`src/rtl/resp_signature_capture_if.sv`:
```
// -----------------------------------------------------------------------------
// resp_signature_capture_if
//   Groups the control, observed-bus and signature-handshake signals of
//   resp_signature_capture.
//   master : test controller side (drives start/abort/cycles/out_flat/sig_ready)
//   slave  : capture block side (drives busy/sig_valid/sig_data/sig_count)
// -----------------------------------------------------------------------------
interface resp_signature_capture_if #(
  parameter int OUT_W = 159,
  parameter int SIG_W = 32,
  parameter int CNT_W = 16
);
  logic             start;
  logic             abort;
  logic [CNT_W-1:0] cycles;
  logic [OUT_W-1:0] out_flat;
  logic             busy;
  logic             sig_valid;
  logic             sig_ready;
  logic [SIG_W-1:0] sig_data;
  logic [CNT_W-1:0] sig_count;

  modport master (
    output start, abort, cycles, out_flat, sig_ready,
    input  busy, sig_valid, sig_data, sig_count
  );

  modport slave (
    input  start, abort, cycles, out_flat, sig_ready,
    output busy, sig_valid, sig_data, sig_count
  );
endinterface

```
`src/rtl/resp_signature_capture.sv`:
```
// -----------------------------------------------------------------------------
// resp_signature_capture
//   Samples a DUT output bus once per clock for a programmed number of cycles,
//   compacts each sample with an XOR fold and a 32-bit MISR, then offers the
//   signature on a valid/ready port.
// Ports:
//   clk   : sole clock, posedge
//   rst_n : asynchronous active-low reset
//   bus   : resp_signature_capture_if.slave
//           start/abort/cycles  run control (start honoured only in IDLE)
//           out_flat            observed DUT bus
//           busy                high in CAPTURE and REPORT
//           sig_valid/sig_ready signature handshake
//           sig_data/sig_count  signature and number of folded samples
// -----------------------------------------------------------------------------
module resp_signature_capture #(
  parameter int                   OUT_W = 159,
  parameter int                   SIG_W = 32,
  parameter int                   CNT_W = 16,
  parameter logic [SIG_W-1:0]     POLY  = 32'h04C11DB7,
  parameter logic [SIG_W-1:0]     SEED  = 32'hFFFFFFFF
) (
  input  logic                     clk,
  input  logic                     rst_n,
  resp_signature_capture_if.slave  bus
);

  localparam int NCHUNK = (OUT_W + SIG_W - 1) / SIG_W;
  localparam int PAD_W  = NCHUNK * SIG_W;

  typedef enum logic [1:0] {
    ST_IDLE,
    ST_CAPTURE,
    ST_REPORT
  } state_t;

  state_t           state_q, state_d;
  logic [CNT_W-1:0] remaining_q, remaining_d;
  logic [CNT_W-1:0] count_q, count_d;
  logic [SIG_W-1:0] sig_q, sig_d;

  // ---------------------------------------------------------------------------
  // Fold: zero-extend the bus to a whole number of chunks, XOR them together.
  // ---------------------------------------------------------------------------
  logic [PAD_W-1:0] padded;
  logic [SIG_W-1:0] chunk [NCHUNK];
  logic [SIG_W-1:0] fold;
  logic [SIG_W-1:0] misr_next;

  assign padded = PAD_W'(bus.out_flat);

  generate
    for (genvar gi = 0; gi < NCHUNK; gi++) begin : g_chunk
      assign chunk[gi] = padded[gi*SIG_W +: SIG_W];
    end
  endgenerate

  always_comb begin
    fold = '0;
    for (int i = 0; i < NCHUNK; i++) begin
      fold = fold ^ chunk[i];
    end
  end

  assign misr_next = {sig_q[SIG_W-2:0], 1'b0}
                   ^ (sig_q[SIG_W-1] ? POLY : '0)
                   ^ fold;

  // ---------------------------------------------------------------------------
  // Next-state logic
  // ---------------------------------------------------------------------------
  always_comb begin
    state_d     = state_q;
    remaining_d = remaining_q;
    count_d     = count_q;
    sig_d       = sig_q;

    if (bus.abort) begin
      // Abort wins over start and handshake; signature/count keep last values.
      state_d = ST_IDLE;
    end else begin
      unique case (state_q)
        ST_IDLE: begin
          if (bus.start) begin
            remaining_d = bus.cycles;
            count_d     = '0;
            sig_d       = SEED;
            state_d     = (bus.cycles == '0) ? ST_REPORT : ST_CAPTURE;
          end
        end
        ST_CAPTURE: begin
          sig_d       = misr_next;
          remaining_d = remaining_q - 1'b1;
          if (count_q != '1) begin
            count_d = count_q + 1'b1;
          end
          if (remaining_q == CNT_W'(1)) begin
            state_d = ST_REPORT;
          end
        end
        ST_REPORT: begin
          if (bus.sig_ready) begin
            state_d = ST_IDLE;
          end
        end
        default: state_d = ST_IDLE;
      endcase
    end
  end

  // ---------------------------------------------------------------------------
  // State registers
  // ---------------------------------------------------------------------------
  always_ff @(posedge clk or negedge rst_n) begin
    if (!rst_n) begin
      state_q     <= ST_IDLE;
      remaining_q <= '0;
      count_q     <= '0;
      sig_q       <= SEED;
    end else begin
      state_q     <= state_d;
      remaining_q <= remaining_d;
      count_q     <= count_d;
      sig_q       <= sig_d;
    end
  end

  // Outputs decode registers only; no input reaches an output combinationally.
  assign bus.busy      = (state_q != ST_IDLE);
  assign bus.sig_valid = (state_q == ST_REPORT);
  assign bus.sig_data  = sig_q;
  assign bus.sig_count = count_q;

endmodule

```
`src/flat_wrapper.sv`:
```
// flat-port wrapper written by rule: the top's interface ports become plain ports
module resp_signature_capture_flat 
#(
  parameter int                   OUT_W = 159,
  parameter int                   SIG_W = 32,
  parameter int                   CNT_W = 16,
  parameter logic [SIG_W-1:0]     POLY  = 32'h04C11DB7,
  parameter logic [SIG_W-1:0]     SEED  = 32'hFFFFFFFF
)
  (clk, rst_n, bus_start, bus_abort, bus_cycles, bus_out_flat, bus_sig_ready, bus_busy, bus_sig_valid, bus_sig_data, bus_sig_count);
  resp_signature_capture_if #(.OUT_W(OUT_W), .SIG_W(SIG_W), .CNT_W(CNT_W)) bus_i ();
  input  logic clk;
  input  logic rst_n;
  input wire logic [$bits(bus_i.start)-1:0] bus_start;
  input wire logic [$bits(bus_i.abort)-1:0] bus_abort;
  input wire logic [$bits(bus_i.cycles)-1:0] bus_cycles;
  input wire logic [$bits(bus_i.out_flat)-1:0] bus_out_flat;
  input wire logic [$bits(bus_i.sig_ready)-1:0] bus_sig_ready;
  output wire logic [$bits(bus_i.busy)-1:0] bus_busy;
  output wire logic [$bits(bus_i.sig_valid)-1:0] bus_sig_valid;
  output wire logic [$bits(bus_i.sig_data)-1:0] bus_sig_data;
  output wire logic [$bits(bus_i.sig_count)-1:0] bus_sig_count;
  assign bus_i.start = bus_start;
  assign bus_i.abort = bus_abort;
  assign bus_i.cycles = bus_cycles;
  assign bus_i.out_flat = bus_out_flat;
  assign bus_i.sig_ready = bus_sig_ready;
  assign bus_busy = bus_i.busy;
  assign bus_sig_valid = bus_i.sig_valid;
  assign bus_sig_data = bus_i.sig_data;
  assign bus_sig_count = bus_i.sig_count;
  resp_signature_capture #(.OUT_W(OUT_W), .SIG_W(SIG_W), .CNT_W(CNT_W), .POLY(POLY), .SEED(SEED)) u_core (.clk(clk), .rst_n(rst_n), .bus(bus_i));
endmodule
```
`config.mk`:
```
export PLATFORM = sky130hd
export DESIGN_NAME = resp_signature_capture_flat
export DESIGN_NICKNAME = d
export VERILOG_FILES = /design/src/rtl/resp_signature_capture_if.sv /design/src/rtl/resp_signature_capture.sv /design/src/flat_wrapper.sv
export SDC_FILE = /design/constraint.sdc
export NUM_CORES = 1
export LEC_CHECK = 0
export BUFFER_PORTS_ARGS = -buffer_cell sky130_fd_sc_hd__buf_2
export CORE_MARGIN = 5
export CORE_UTILIZATION = 40
export CTS_BUF_LIST = sky130_fd_sc_hd__clkbuf_4
export DETAILED_ROUTE_END_ITERATION = 8
export HOLD_SLACK_MARGIN = 0.02
export PLACE_DENSITY_LB_ADDON = 0.1
export SETUP_SLACK_MARGIN = 0.1
export SLEW_MARGIN = 20
export SYNTH_ARGS = -nofsm -noshare
export SYNTH_HDL_FRONTEND = slang
export SYNTH_SLANG_ARGS = --single-unit
```
`constraint.sdc`:
```
create_clock -name clk -period 2.8 [get_ports clk]
set_clock_uncertainty 0.2 [all_clocks]
set_input_delay 0.56 -clock clk [delete_from_list [all_inputs] [get_ports clk]]
set_output_delay 0.56 -clock clk [all_outputs]
set_load 0.05 [all_outputs]
```
# Word-level counts from Yosys, hierarchy flattened
# Cells that the tools add are included.
# Widths: inputs -> output; s select.
[word_totals] ff_bits=66 in_bits=180 output_inout_bits=50
[op_classes] add_sub_neg=2 eq_ne=9 mux=14 bitwise_logic=7 reduce_logical=7
[op_table] operator="$xor 32x32->32" count=5
[op_table] operator="$pmux 16 s2" count=2
[op_table] operator="$pmux 32 s2" count=1
[op_table] operator="$mux 16" count=3
[op_table] operator="$mux 32" count=1
[op_table] operator="$xor 32x31->32" count=1
[op_table] operator="$mux 27" count=1
[op_table] operator="$add 16x1->16 const B" count=1
[op_table] operator="$eq 16x1->1 const B" count=1
[op_table] operator="$logic_not 16->1" count=1
[op_table] operator="$ne 16x16->1 const B" count=1
[op_table] operator="$sub 16x1->16 const B" count=1
[op_table] operator="$mux 2" count=5
[op_table] operator="$ne 3x3->1 const B" count=2
[op_table] operator="$pmux 2 s3" count=1
[op_table] operator="$reduce_and 3->1" count=2
[op_table] operator="$reduce_and 4->1" count=1
[op_table] operator="$reduce_bool 2->1" count=2
[op_table] operator="$ne 3x2->1 const B" count=1
[op_table] operator="$eq 2x1->1 const B" count=1
[op_table] operator="$eq 2x2->1 const B" count=1
[op_table] operator="$logic_not 2->1" count=1
[op_table] operator="$ne 2x1->1 const B" count=1
[op_table] operator="$ne 2x2->1 const B" count=1
[op_table] operator="$not 1->1" count=1

# Depth between registers and ports, before layout
[logic_depth] ltp_word=6 depth_mapped=7 depth_no_buf=7

# Worst setup path after synthesis
# OpenSTA, ideal clock, no wires.
[synth_path] path_type="register to register" startpoint="register u_core.count_q[0] (netlist: u_core.bus.sig_count[0])" endpoint="register u_core.count_q[14] (netlist: u_core.bus.sig_count[14])" setup_ns=0.125 arrival_time_ns=2.106 path_slack_ns=0.369 stages_incl_launch_ff=8 path_buffers=1 synth_period_minus_slack_ns=2.431 cell_sequence="dfrtp_1 > ha_1 > and3_1 > clkbuf_1 > nand4_1 > nor3_2 > nand3_1 > mux2_2"
[synth_via] elab_chain_cells=3 word_cells_on_any_way=6 classes_between="1 x add/sub; 2 x eq/ne; 2 x mux; 1 x reduce/logical"
[synth_rtl] element="start: declaration" line="resp_signature_capture.sv:39" rtl="logic [CNT_W-1:0] count_q, count_d;"
[synth_rtl] element="start signal: assignment" line="resp_signature_capture.sv:123" rtl="count_q <= count_d;"
[synth_rtl] element="$add 16x1->16 or $ne 16x16->1 (tied branches)" line="resp_signature_capture.sv:95, resp_signature_capture.sv:94"
[synth_rtl] element="$mux 16 or $ne 2x1->1 (tied branches)"
[synth_rtl] element="$pmux 16 s2 or $reduce_and 4->1 (tied branches)"
# Parallel ways exist; a longest one is shown, timed or not. The select of a mux whose other input is x is not followed.
# A chain may end at the register's enable or synchronous reset.

# Worst setup path after layout
[layout_path] startpoint="register u_core.sig_q[31] (netlist: u_core.bus.sig_data[31])" endpoint="output bus_sig_data[31]"
[layout_lines] element="start: declaration" line="resp_signature_capture.sv:40" rtl="logic [SIG_W-1:0] sig_q, sig_d;"
[layout_lines] element="start signal: assignment" line="resp_signature_capture.sv:124" rtl="sig_q <= sig_d;"
[layout_lines] element="end: declaration" line="flat_wrapper.sv:21" rtl="output wire logic [$bits(bus_i.sig_data)-1:0] bus_sig_data;"
# No word-level cell between the ends.

==> results_dict.tcl <==
set metrics [dict create \
    vias 4495 \
    power_density_nw_per_um2 772 \
    synth_area_um2 4740 \
    synth.area.top_cells "xnor2_1 30%, dfrtp_1 18%, dfstp_2 18%, a21oi_1 5.9%, nor2_1 4.8%" \
    synth-async-reset-ratio_pct 100 \
    cts_resized 0 \
    stdcell_count 899 \
    insertion_delay_ps 400 \
    crit_arrival_ps 1610 \
    path_clk_slew_ps 110 \
    worstHoldPathCells 3 \
    routed_wl_um 13100 \
    drt_iter0_drc 179 \
    grt_pass1_vias 4442 \
    synth_top_area_share_pct 29.8 \
    routedWlPerCell_um 14.6 \
    cts_max_path_buffers 2 \
    gp_congestion 0.839 \
    clock-root-buffer "clkbuf_4" \
    fmax_ghz 0.423 \
    die_area_um2 14100 \
    setup_viol 0 \
    grt.total_usage_pct 18.2 \
    io_pins 230 \
    ys_warn_count 0 \
    maxSlewViolCount 0 \
    place_hpwl_um 10300 \
    syn_nets 703 \
    grt_antenna_before_repair 0 \
    status "finished, final reports clean" \
    drive_above_1_share_pct 40.1 \
    firstDrtPassIters 4 \
    endpoint_kind "output port" \
    rsz0062_at_grt "false" \
    drc 0 \
    reg2reg_depth 7 \
    critPathBufInv 1 \
    layout.nets 934 \
    fin_crit_sh_pct 84.5 \
    row_count 39 \
    peakVddDrop_mv 0.543 \
    busiest_layer "met2" \
    hold_buffers 1 \
    diodes 0 \
    synthCells 520 \
    grt_use_met3_pct 5.07 \
    finalHoldViolCount 0 \
    fp.dieH_um 119 \
    max_cap_violations 0 \
    grt_max_degree 67 \
    synth-edff-count 0 \
    ys.flop_type "dfrtp_1" \
    hp-class "in -> reg" \
    post-cts-setup-buffer-count 0 \
    yosysSeqAreaShare_pct 35.7 \
    port_buffers 229 \
    path_delay_family "flip-flops" \
    critPathMaxFanout 16 \
    fin_crit_ps 2370 \
    p_leak_uw 0.00261 \
    use_met1_pct 23.4 \
    cp.required_ps 2040 \
    yosys-top-cells-count "161 x xnor2_1, 60 x nor2_1, 56 x a21oi_1" \
    yosys.area.top_type "xnor2_1" \
    vias_per_cell 5.00 \
    path_cells "buf_2" \
    cts_made_buffers 9 \
    ys_seq_elements 66 \
    dp_cells 882 \
    synth_cell_types 51 \
    cts_sinks 66 \
    areaGrowthSynthToFinish_pct 31.0 \
    cp.depth 1 \
    start_util_pct 41.1 \
    fin_setup_tns_ps 0 \
    crit_path_max_incr_delay_ps 850 \
    die_x_um 119 \
    h-tree-depth 3 \
    start_kind "flip-flop" \
    antenna_left 0 \
    core-area_um2 11500 \
    synth_most_common_cell "xnor2_1" \
    grt-ovfl-total 0 \
    cts_tree "done" \
    grt_use_met2_pct 30.5 \
    grt_pass1_wl_um 21400 \
    slew_headroom_pct 65.3 \
    path_class "reg -> out" \
    synth.avg_cell_area_um2 9.11 \
    worst_pin_slew_ps 515 \
    crit_slowest_cell "dfstp_2" \
]
-- area by class of cell --
type                       count  area [µm²]
clock buffer                  11        82.6
clock inverter                 5        31.3
timing repair buffer         239        1240
inverter                       6        22.5
sequential                    66        1690
tap                          143         179
fill                        1079        5310
multi-input combinational    429        2960
-- metrics by stage --
step	power [µW]	hold slack [ps]	setup slack (ps)	area (µm²)	util (%)
4_1_cts	4860	157	380	6210	53.9
5_1_grt	5120	199	330	6210	53.9
3_5_place_dp	4280	308	495	6080	52.8
2_1_floorplan	3640	64.4	369	4740	-
6_report	4790	189	434	6210	53.9
3_3_place_gp	4250	303	532	6080	52.8
-- state kept, by name, indices dropped and copies added (netlist names) --
register / count
u_core.bus.sig_count: 16
u_core.bus.sig_data: 32
u_core.remaining_q: 16
u_core.state_q: 2
-- placed cells by master (no fill, tap or decap), drive strengths merged, types with 2 or more instances in the layout --
master,n
xnor2,161
clkbuf,11
nand4,4
nor2b,3
nor2,62
a31oi,5
dfrtp,34
a2111oi,2
nor3,8
ha,3
a22oi,2
nand3,11
or3,5
and2,3
xor2,14
clkinv,4
or2,3
a21oi,56
dfstp,32
nor4,8
nand2,21
a211oi,2
or4,5
o22ai,5
and3,5
o31ai,3
inv,6
o22a,4
nand2b,4
o21ai,17
buf,238
-- tightest hold or removal path, cell delays in order --
cell and delay (ps):
buf_2 90, nand3_1 60, nand2_1 60
-- report_power, final --
part	total (µW)	internal, µW	switching (µW)
clock network	550	200	350
logic	2540	1000	1540
registers	1700	1370	330
-- worst paths after layout --
check / from / to / slack, ps
max: u_core.bus.sig_data[31]$_DFFE_PN1P_ / bus_sig_data[31] / 430
min: bus_cycles[0] / u_core.remaining_q[0]$_DFFE_PN0P_ / 190
max reg2reg: u_core.remaining_q[0]$_DFFE_PN0P_ / u_core.remaining_q[12]$_DFFE_PN0P_ / 470
min reg2reg: u_core.bus.sig_data[9]$_DFFE_PN1P_ / u_core.bus.sig_data[9]$_DFFE_PN1P_ / 320
max in group asynchronous: rst_n / u_core.bus.sig_data[9]$_DFFE_PN1P_ / 1560
min in group asynchronous: rst_n / u_core.bus.sig_count[14]$_DFFE_PN0P_ / 490
-- cells by family (layout without fill, tap and decap cells) --
family,after synthesis,count (layout),synth area share [%]
AOI/OAI and AO/OA,105,105,13.5
DFF,66,66,35.7
muxes,1,1,0.238
xor gates and xnor gates,175,175,32.3
adders and majority gates,3,3,0.792
buffers and inverters,25,261,2.11
and+or+nand+nor,145,145,15.3
-- layer usage --
metal  up-vias  share of wire (%)  wire (µm)
li1       2230                  -          -
met1      2060                 42       5540
met3        21                7.5        986
met2       184                 49       6410
met4         0                1.5        203
met5         -                  0          0
Note: power is estimated with default switching activity, not from simulation.
